[src/rtl/axis_adc_decimator_v2.sv]
`default_nettype none
// +--------------------------------------------------------------------------+
// | axis_adc_decimator_v2: decimating ADC-to-AXI4-Stream packer, sign-extends |
// | lanes; optional framing (tlast) via macro ADC_TLAST_EN.  Rev 2.0         |
// +--------------------------------------------------------------------------+
module axis_adc_decimator_v2 #(
  parameter int N_CH    = 2,
  parameter int ADC_W   = 14,
  parameter int LANE_W  = 16,
  parameter int PRESC_W = 32,
  parameter int FRAME_W = 16
) (
  input  logic                     aclk,
  input  logic                     rstn,
  input  logic                     i_sample_valid,
  input  logic [N_CH*ADC_W-1:0]    i_data,
  input  logic                     i_enable,
  input  logic [PRESC_W-1:0]       i_prescaler,
  input  logic [FRAME_W-1:0]       i_frame_len,
  input  logic                     i_clear_ovf,
  input  logic                     axis_tready,
  output logic                     axis_tvalid,
  output logic [N_CH*LANE_W-1:0]   axis_tdata,
  output logic                     axis_tlast,
  output logic [15:0]              o_overflow_count
);

  localparam logic [PRESC_W-1:0] PRESC_ONE = 1;
  localparam logic [15:0]        OVF_MAX   = 16'hFFFF;

  logic [PRESC_W-1:0]     smp_cnt;
  logic [N_CH*LANE_W-1:0] lanes;
  logic                   capture;
  logic                   handshake;
  logic                   load;
  logic                   drop;

  for (genvar k = 0; k < N_CH; k++) begin : g_lane
    assign lanes[k*LANE_W +: LANE_W] = LANE_W'($signed(i_data[k*ADC_W +: ADC_W]));
  end

  assign capture   = i_sample_valid && i_enable && (smp_cnt >= i_prescaler);
  assign handshake = axis_tvalid && axis_tready;
  assign load      = capture && (!axis_tvalid || handshake);
  assign drop      = capture && !load;

  // Decimation counter free-runs on strobes; it never waits for tready.
  always_ff @(posedge aclk or negedge rstn) begin
    if (!rstn) begin
      smp_cnt <= '0;
    end else if (!i_enable) begin
      smp_cnt <= '0;
    end else if (i_sample_valid) begin
      smp_cnt <= capture ? '0 : smp_cnt + PRESC_ONE;
    end
  end

  always_ff @(posedge aclk or negedge rstn) begin
    if (!rstn) begin
      axis_tvalid <= 1'b0;
      axis_tdata  <= '0;
    end else if (load) begin
      axis_tvalid <= 1'b1;
      axis_tdata  <= lanes;
    end else if (handshake) begin
      axis_tvalid <= 1'b0;
    end
  end

  always_ff @(posedge aclk or negedge rstn) begin
    if (!rstn) begin
      o_overflow_count <= '0;
    end else if (i_clear_ovf) begin
      o_overflow_count <= '0;
    end else if (drop && (o_overflow_count != OVF_MAX)) begin
      o_overflow_count <= o_overflow_count + 16'd1;
    end
  end

`ifdef ADC_TLAST_EN
  localparam logic [FRAME_W:0]   FRAME_ONE = 1;
  localparam logic [FRAME_W-1:0] BEAT_ONE  = 1;

  logic [FRAME_W-1:0] beats_done;
  logic [FRAME_W-1:0] done_next;
  logic [FRAME_W-1:0] frame_eff;

  assign frame_eff = (i_frame_len == '0) ? BEAT_ONE : i_frame_len;
  // Beats already accepted in the current frame, including this cycle's handshake.
  assign done_next = handshake ? (axis_tlast ? '0 : beats_done + BEAT_ONE) : beats_done;

  always_ff @(posedge aclk or negedge rstn) begin
    if (!rstn) begin
      beats_done <= '0;
      axis_tlast <= 1'b0;
    end else begin
      beats_done <= done_next;
      if (load) begin
        axis_tlast <= (({1'b0, done_next} + FRAME_ONE) >= {1'b0, frame_eff});
      end
    end
  end
`else
  logic unused_frame_len;
  assign unused_frame_len = ^i_frame_len;
  assign axis_tlast       = 1'b0;
`endif

endmodule
`default_nettype wire
[config.mk]
export PLATFORM = sky130hd
export DESIGN_NAME = axis_adc_decimator_v2
export DESIGN_NICKNAME = d
export VERILOG_FILES = /design/src/rtl/axis_adc_decimator_v2.sv
export SDC_FILE = /design/constraint.sdc
export NUM_CORES = 1
export LEC_CHECK = 0
export BUFFER_PORTS_ARGS = -buffer_cell sky130_fd_sc_hd__buf_2
export CORE_MARGIN = 1
export CORE_UTILIZATION = 30
export DETAILED_ROUTE_END_ITERATION = 10
export SYNTH_ARGS = -nofsm -noshare
export SYNTH_HDL_FRONTEND = slang
export SYNTH_SLANG_ARGS = --single-unit
[constraint.sdc]
create_clock -name aclk -period 3.7 [get_ports aclk]
set_clock_uncertainty 0.15 [all_clocks]
set_input_delay 1.11 -clock aclk [delete_from_list [all_inputs] [get_ports aclk]]
set_output_delay 1.11 -clock aclk [all_outputs]
set_load 0.05 [all_outputs]
==> results.cfg, run 1 <==
[route]
wirelength_um = 10660
wl_met1_um = 4810
antenna_left = 0
wl_met3_um = 441
met2_length_um = 5254
dr.max_layer_used = met4
vias = 3987
drc_errors = 0
first_iter_violations = 240
avgViaCountPerCell = 5.066
dr.pass1.iters = 5
drt-wirelength-per-cell_um = 13.55

[global_routing]
grt_max_degree = 78
globalRouteOverflowTotal = 0
grt_pass1_vias = 4010
antenna_found_initial = 0
grt_pass1_wl_um = 18370
grt_use_total = 0.1440

[sta]
slew_violations = 0
period_minus_slack_ns = 3.493
tns_ns = 0
fmax_mhz = 286.3
finalSetupViolCount = 0
slew_headroom = 0.3368
rsz0062_at_grt = false
worst_slew_pin_slew_ns = 0.9948
final_hold_viol_count = 0
fin_crit_sh = 0.9440

[critical_path]
start_kind = input port
critPathMaxFanout = 28
arrival_ns = 3.55
crit_required_ns = 3.76
crit_buf_inv = 4
crit_chain = buf_2 > inv_1 > ha_1 > nand4_1 > nor3_2 > or4b_1 > a31oi_4 > buf_4 > o2111ai_2 > buf_12 > mux2_2
end_kind = flop
critPathLaunch = i_prescaler[14]
r2r-start = smp_cnt[12]$_DFFE_PN0P_
reg2reg_to = axis_tdata[9]$_DFFE_PN0P_
slowest_delay_ns = 0.51
regToRegSetupSlack_ns = 0.62
cp_top_family = simple AND/OR/NAND/NOR gates
rr_worst_depth = 9
worstSetupPathType = input port to flop
slowest_stage = or4b_1

[die]
placementRows = 44
dieWidth_um = 124.5
initial_core_util = 0.3086
core_area_sq_um = 14590
die_area_sq_um = 15500
die_h_um = 124.5
io_pins = 132

[cells_and_area]
instances_no_fill = 787
area_growth_pct = 25.99
diodes = 0
final_layout_size_suffix_gt1_frac = 0.2968
nets = 714

[cts]
cts.clk_slew.worst_paths_ns = 0.05
cts_max_level = 3
clockRootBuffer = clkbuf_16
cts_sinks = 77
clockBufferDepth = 2
numCtsBuffers = 9
clk_latency_ns = 0.33
cts_tree = done

[synthesis]
synth.area.mux_share = 0.07476
synth_edf_count = 0
async_flop_share = 1.000
netlist_area_sq_um = 4502
synth-compound-area-share = 0.1537
yosysUniqueCellTypes = 48
synth-xor-area-share = 0.009728
syn_avg_cell_area_sq_um = 9.418
ys_ff_latch = 77
yosysSeqAreaShare = 0.4280
synth_top_family_by_area = simple AND/OR/NAND/NOR gates
synth-simple-area-share = 0.1795
syn-num-nets = 594
synthesis.instances = 478
synth_fa_ha_area_frac = 0.09450
ys_warn_count = 0
yosys_most_used_dff = dfrtp_1

[placed_design]
dp_hpwl_um = 7846
dp.cells = 771
port_buffers = 114
finalWeightedCongestion = 0.7905

[power_and_ir_drop]
peakVddDrop_mv = 0.2094
switching_share = 0.2398
internal_power_uw = 1459
power_switching_uw = 460.5
power_frac_comb = 0.085
seqPwrFrac = 0.448
p_clk_frac = 0.467
power.density_nw_per_um2 = 338.5
p_leak_uw = 0.003015

[min_path]
min_from = axis_tdata[7]$_DFFE_PN0P_
whs_path_depth = 1
hold_path.class = flop to flop
min_delay_worst_endpoint = axis_tdata[7]$_DFFE_PN0P_

[run_status]
status = completed

[run]
cap_violations = 0
==> power groups by stage <==
stage,clock [uW],sequential (uW),combinational (uW)
after floorplan,0,888,69.4
after global placement,0,875,160
after detailed placement,0,875,167
after CTS,923,860,167
after global routing,958,861,185
final,896,860,164
==> cells by family (layout without fill, tap and decap cells) <==
logic type      count (synthesis)  in the layout
fa+ha+maj                      34             34
xor+xnor                        5              5
flops                          77             77
buf+inv                        62            187
mux                            30             30
compound gates                111            111
simple gates                  158            158
other cells                     1              1
==> synth_stat cells, drive strengths merged, types with 3 or more instances <==
cell | count | area share
nand4 | 11 | 0.015
xor2 | 3 | 0.0058
o21a | 4 | 0.0067
o31ai | 3 | 0.0050
nand2b | 9 | 0.013
nor3 | 6 | 0.0067
o21ai | 26 | 0.030
or3 | 5 | 0.0069
a22o | 4 | 0.0078
clkbuf | 8 | 0.0067
inv | 41 | 0.034
nand3 | 19 | 0.021
or4 | 5 | 0.0083
dfrtp | 77 | 0.43
ha | 34 | 0.094
and3 | 11 | 0.015
mux2 | 29 | 0.073
a21oi | 37 | 0.041
o211ai | 4 | 0.0067
a31oi | 20 | 0.031
and2 | 4 | 0.0056
nand2 | 45 | 0.038
and4 | 5 | 0.0097
buf | 13 | 0.018
nor2 | 26 | 0.022
a21o | 3 | 0.0050
nor2b | 5 | 0.0069
==> layer usage <==
metal / vias up / global-route usage
met1: 1921 / 0.1781
met4: 0 / 0.04536
met3: 18 / 0.03222
met5: - / 0
met2: 100 / 0.2476
li1: 1948 / -
==> placed cells by master, fill, tap and decap left out, types with 3 or more instances in the layout <==
master     Yosys  layout
nand4_1       11      11
buf_4          7      14
nand2b_1       9       9
nor2b_1        5       5
clkbuf_16      0       9
and2_1         4       4
inv_1         41      41
ha_1          34      34
and3_1        11      11
o21ai_0       25      25
dfrtp_1       77      77
xor2_1         3       3
a21o_1         3       3
o211ai_1       4       4
and4_1         5       5
mux2_2        29      29
a31oi_1       19      19
o31ai_1        3       3
nand3_1       19      19
nand2_1       45      45
nor2_1        26      26
a21oi_1       37      37
buf_12         0       3
or3_1          5       5
a22o_1         4       4
buf_2          5     113
o21a_1         4       4
or4_1          5       5
nor3_1         6       4
==> worst max-delay path by stage <==
stage / endpoint / slack [ns] / cells past startpoint
after global placement: o_overflow_count[13]$_DFFE_PN0P_ / -0.20 / 10
after global routing: o_overflow_count[15]$_DFFE_PN0P_ / 0.02 / 10
after detailed placement: o_overflow_count[5]$_DFFE_PN0P_ / -0.25 / 10
after CTS: o_overflow_count[5]$_DFFE_PN0P_ / 0.11 / 10
final: axis_tdata[9]$_DFFE_PN0P_ / 0.21 / 11
after floorplan: axis_tdata[10]$_DFFE_PN0P_ / 0.11 / 9
==> registers in the layout, indices dropped and copies added (netlist names) <==
signal / flops
o_overflow_count: 16
axis_tdata: 28
smp_cnt: 32
axis_tvalid: 1
==> final cells by class <==
| type | count | area [sq um] |
|---|---|---|
| clock inverter | 5 | 60.06 |
| timing repair buffer | 130 | 730.7 |
| tap | 184 | 230.2 |
| inverter | 41 | 153.9 |
| multi-input combinational | 339 | 2327 |
| sequential | 77 | 1927 |
| clock buffer | 11 | 242.7 |
| fill | 1478 | 8917 |
==> stage by stage <==
stage | hold slack [ns] | power, uW | worst slack, ns | utilization | instance area, sq um
CTS | 0.3545 | 1950 | 0.1080 | 0.3879 | 5659
detailed placement | 0.3404 | 1042 | -0.2472 | 0.3672 | 5356
finish | 0.3506 | 1920 | 0.2071 | 0.3888 | 5672
floorplan | 0.3202 | 957.8 | 0.1119 | - | 4502
global placement | 0.3311 | 1034 | -0.1969 | 0.3672 | 5356
global route | 0.3716 | 2004 | 0.01863 | 0.3888 | 5672
==> timing repair <==
action	in CTS	in global routing
setup endpoints to repair	0	4
resized for setup	0	2
hold buffers	0	0
setup buffers	0	0
endpoints found under the hold margin	0	0
(Power assumes the default switching activity.)
==> run 2: changes to the inputs <==
--- a/config.mk
+++ b/config.mk
@@ -7,8 +7,9 @@
 export LEC_CHECK = 0
 export BUFFER_PORTS_ARGS = -buffer_cell sky130_fd_sc_hd__buf_2
 export CORE_MARGIN = 1
-export CORE_UTILIZATION = 30
+export CORE_UTILIZATION = 52
 export DETAILED_ROUTE_END_ITERATION = 10
+export PLACE_DENSITY = 0.8
 export SYNTH_ARGS = -nofsm -noshare
 export SYNTH_HDL_FRONTEND = slang
 export SYNTH_SLANG_ARGS = --single-unit
==> run 2 against run 1 <==
Effect of this change:
- critical path depth down 1
- die area down 42%
- routed wire length down 3.8%
- highest routed layer unchanged
- fmax down 1.0%
- utilization up 27 points
- global-route usage up 8.9 points
- non-clock buffer count up 3
- worst hold slack better by 0.0059 ns
- final area down 3.6%
- final cell count down 9.7%
- sequential cell count unchanged
- total power down 15%
==> results.cfg, run 2 (same netlist as run 1, synthesis figures left out) <==
[critical_path]
arrival_ns = 3.65
crit_required_ns = 3.82
crit_chain = buf_2 > inv_1 > ha_1 > nand4_1 > nor3_1 > or4b_1 > a31oi_4 > o21ai_2 > or4_1 > a21oi_1
cp_top_family = simple AND/OR/NAND/NOR gates
worstSetupPathType = input port to flop
rr_worst_depth = 8
crit_buf_inv = 2
critPathMaxFanout = 19
start_kind = input port
slowest_delay_ns = 0.54
end_kind = flop
r2r-start = smp_cnt[13]$_DFFE_PN0P_
slowest_stage = or4_1
regToRegSetupSlack_ns = 0.55
reg2reg_to = o_overflow_count[5]$_DFFE_PN0P_

[cells_and_area]
nets = 717
area_growth_pct = 21.40
top_register = smp_cnt
final_util = 0.6585
final_layout_size_suffix_gt1_frac = 0.3003
layout_commonest_cell = buf_2
final_cell_mix = 114 x buf_2, 77 x dfrtp_1, 45 x nand2_1, 41 x inv_1, 37 x a21oi_1
largest_reg_flops = 32
largestRegisters = smp_cnt x32, axis_tdata x28, o_overflow_count x16
diodes = 0

[sta]
slew_headroom = 0.4990
setup_slack_ns = 0.1705
worst_slew_pin_slew_ns = 0.7515
fmax_mhz = 283.3
final_hold_viol_count = 0
rsz0062_at_grt = false
whs_ns = 0.3564
period_minus_slack_ns = 3.529
slew_violations = 0
fin_crit_sh = 0.9539
finalSetupViolCount = 0

[power_and_ir_drop]
peakVddDrop_mv = 0.1833
switching_share = 0.2781
power_switching_uw = 453.2
power.density_nw_per_um2 = 298.2
p_leak_uw = 0.002974
power_frac_comb = 0.100
power_uw = 1630
p_clk_frac = 0.372
internal_power_uw = 1176
seqPwrFrac = 0.527

[min_path]
whs_path_depth = 1
hold_path.class = flop to flop
min_from = axis_tdata[6]$_DFFE_PN0P_
min_delay_worst_endpoint = axis_tdata[6]$_DFFE_PN0P_

[die]
core_area_sq_um = 8299
dieWidth_um = 95.05
die_area_sq_um = 9034
initial_core_util = 0.5424
placementRows = 33
io_pins = 132
die_h_um = 95.05

[route]
drt-wirelength-per-cell_um = 14.43
wirelength_um = 10260
first_iter_violations = 108
antenna_left = 0
dr.pass1.iters = 4
vias = 4088
drc_errors = 0
avgViaCountPerCell = 5.750

[placed_design]
dp_hpwl_um = 7805
finalWeightedCongestion = 0.9104
place_worst_setup_slack_ns = -0.1973
port_buffers = 114

[cts]
cts_hold_buf = 0
cts_tree = done
clockRootBuffer = clkbuf_8
cts_setup_buffers = 0
numCtsBuffers = 9
cts.clk_slew.worst_paths_ns = 0.09
clk_latency_ns = 0.35
ctsResizeCount = 0
cts_max_level = 3
cts_sinks = 77
clockBufferDepth = 2

[global_routing]
grt_pass1_vias = 3799
globalRouteOverflowTotal = 0
antenna_found_initial = 0
grt_use_total = 0.2328
grt_pass1_wl_um = 16510
grt_max_degree = 47

[run]
cap_violations = 0

[run_status]
status = completed
## run 2: power groups by stage
stage                     logic, uW  clock network (uW)  registers (uW)
after global placement          156                   0             875
after global routing            184                 656             860
after floorplan                69.4                   0             888
after detailed placement        165                   0             875
after CTS                       166                 625             859
final                           164                 607             859
## run 2: worst max-delay path by stage
| stage | depth (start not counted) | slack, ns | end | startpoint |
|---|---|---|---|---|
| floorplan | 9 | 0.11 | axis_tdata[10]$_DFFE_PN0P_ | i_prescaler[15] |
| global placement | 10 | -0.13 | o_overflow_count[13]$_DFFE_PN0P_ | i_prescaler[14] |
| detailed placement | 10 | -0.20 | o_overflow_count[5]$_DFFE_PN0P_ | i_prescaler[13] |
| CTS | 10 | 0.18 | o_overflow_count[5]$_DFFE_PN0P_ | i_prescaler[13] |
| global route | 12 | 0.04 | o_overflow_count[1]$_DFFE_PN0P_ | i_prescaler[21] |
| finish | 10 | 0.17 | o_overflow_count[5]$_DFFE_PN0P_ | i_prescaler[13] |
## run 2: area by class of cell
class | count | area (sq um)
clock buffer | 9 | 123.9
clock inverter | 7 | 63.81
fill | 679 | 2834
inverter | 41 | 153.9
multi-input combinational | 339 | 2315
sequential | 77 | 1927
tap | 105 | 131.4
timing repair buffer | 133 | 750.7
## run 2: worst register-to-register path, cell delays in order (launching register included)
cell     delay, ns
dfrtp_1       0.45
ha_1          0.33
nand4_1       0.12
nor3_1        0.26
or4b_1        0.52
a31oi_4       0.30
o21ai_2       0.24
or4_1         0.54
a21oi_1       0.17
## run 2: layer usage
metal  share of wire  vias up  track usage  routed length, um
li1                -     1962            -                  -
met1            0.41     1983       0.2799               4225
met2            0.53      127       0.4173               5410
met3           0.050       16      0.04625                511
met4           0.011        0      0.07323                109
met5               0        -            0                  0
## run 2: metrics by stage
| step | area, sq um | std cells | setup TNS [ns] |
|---|---|---|---|
| final | 5465 | 711 | 0 |
| after global routing | 5465 | 711 | 0 |
| after CTS | 5465 | 711 | 0 |
| after detailed placement | 5278 | 695 | -5.604 |
| after global placement | 5278 | 695 | -2.855 |
| after floorplan | 4502 | 478 | 0 |
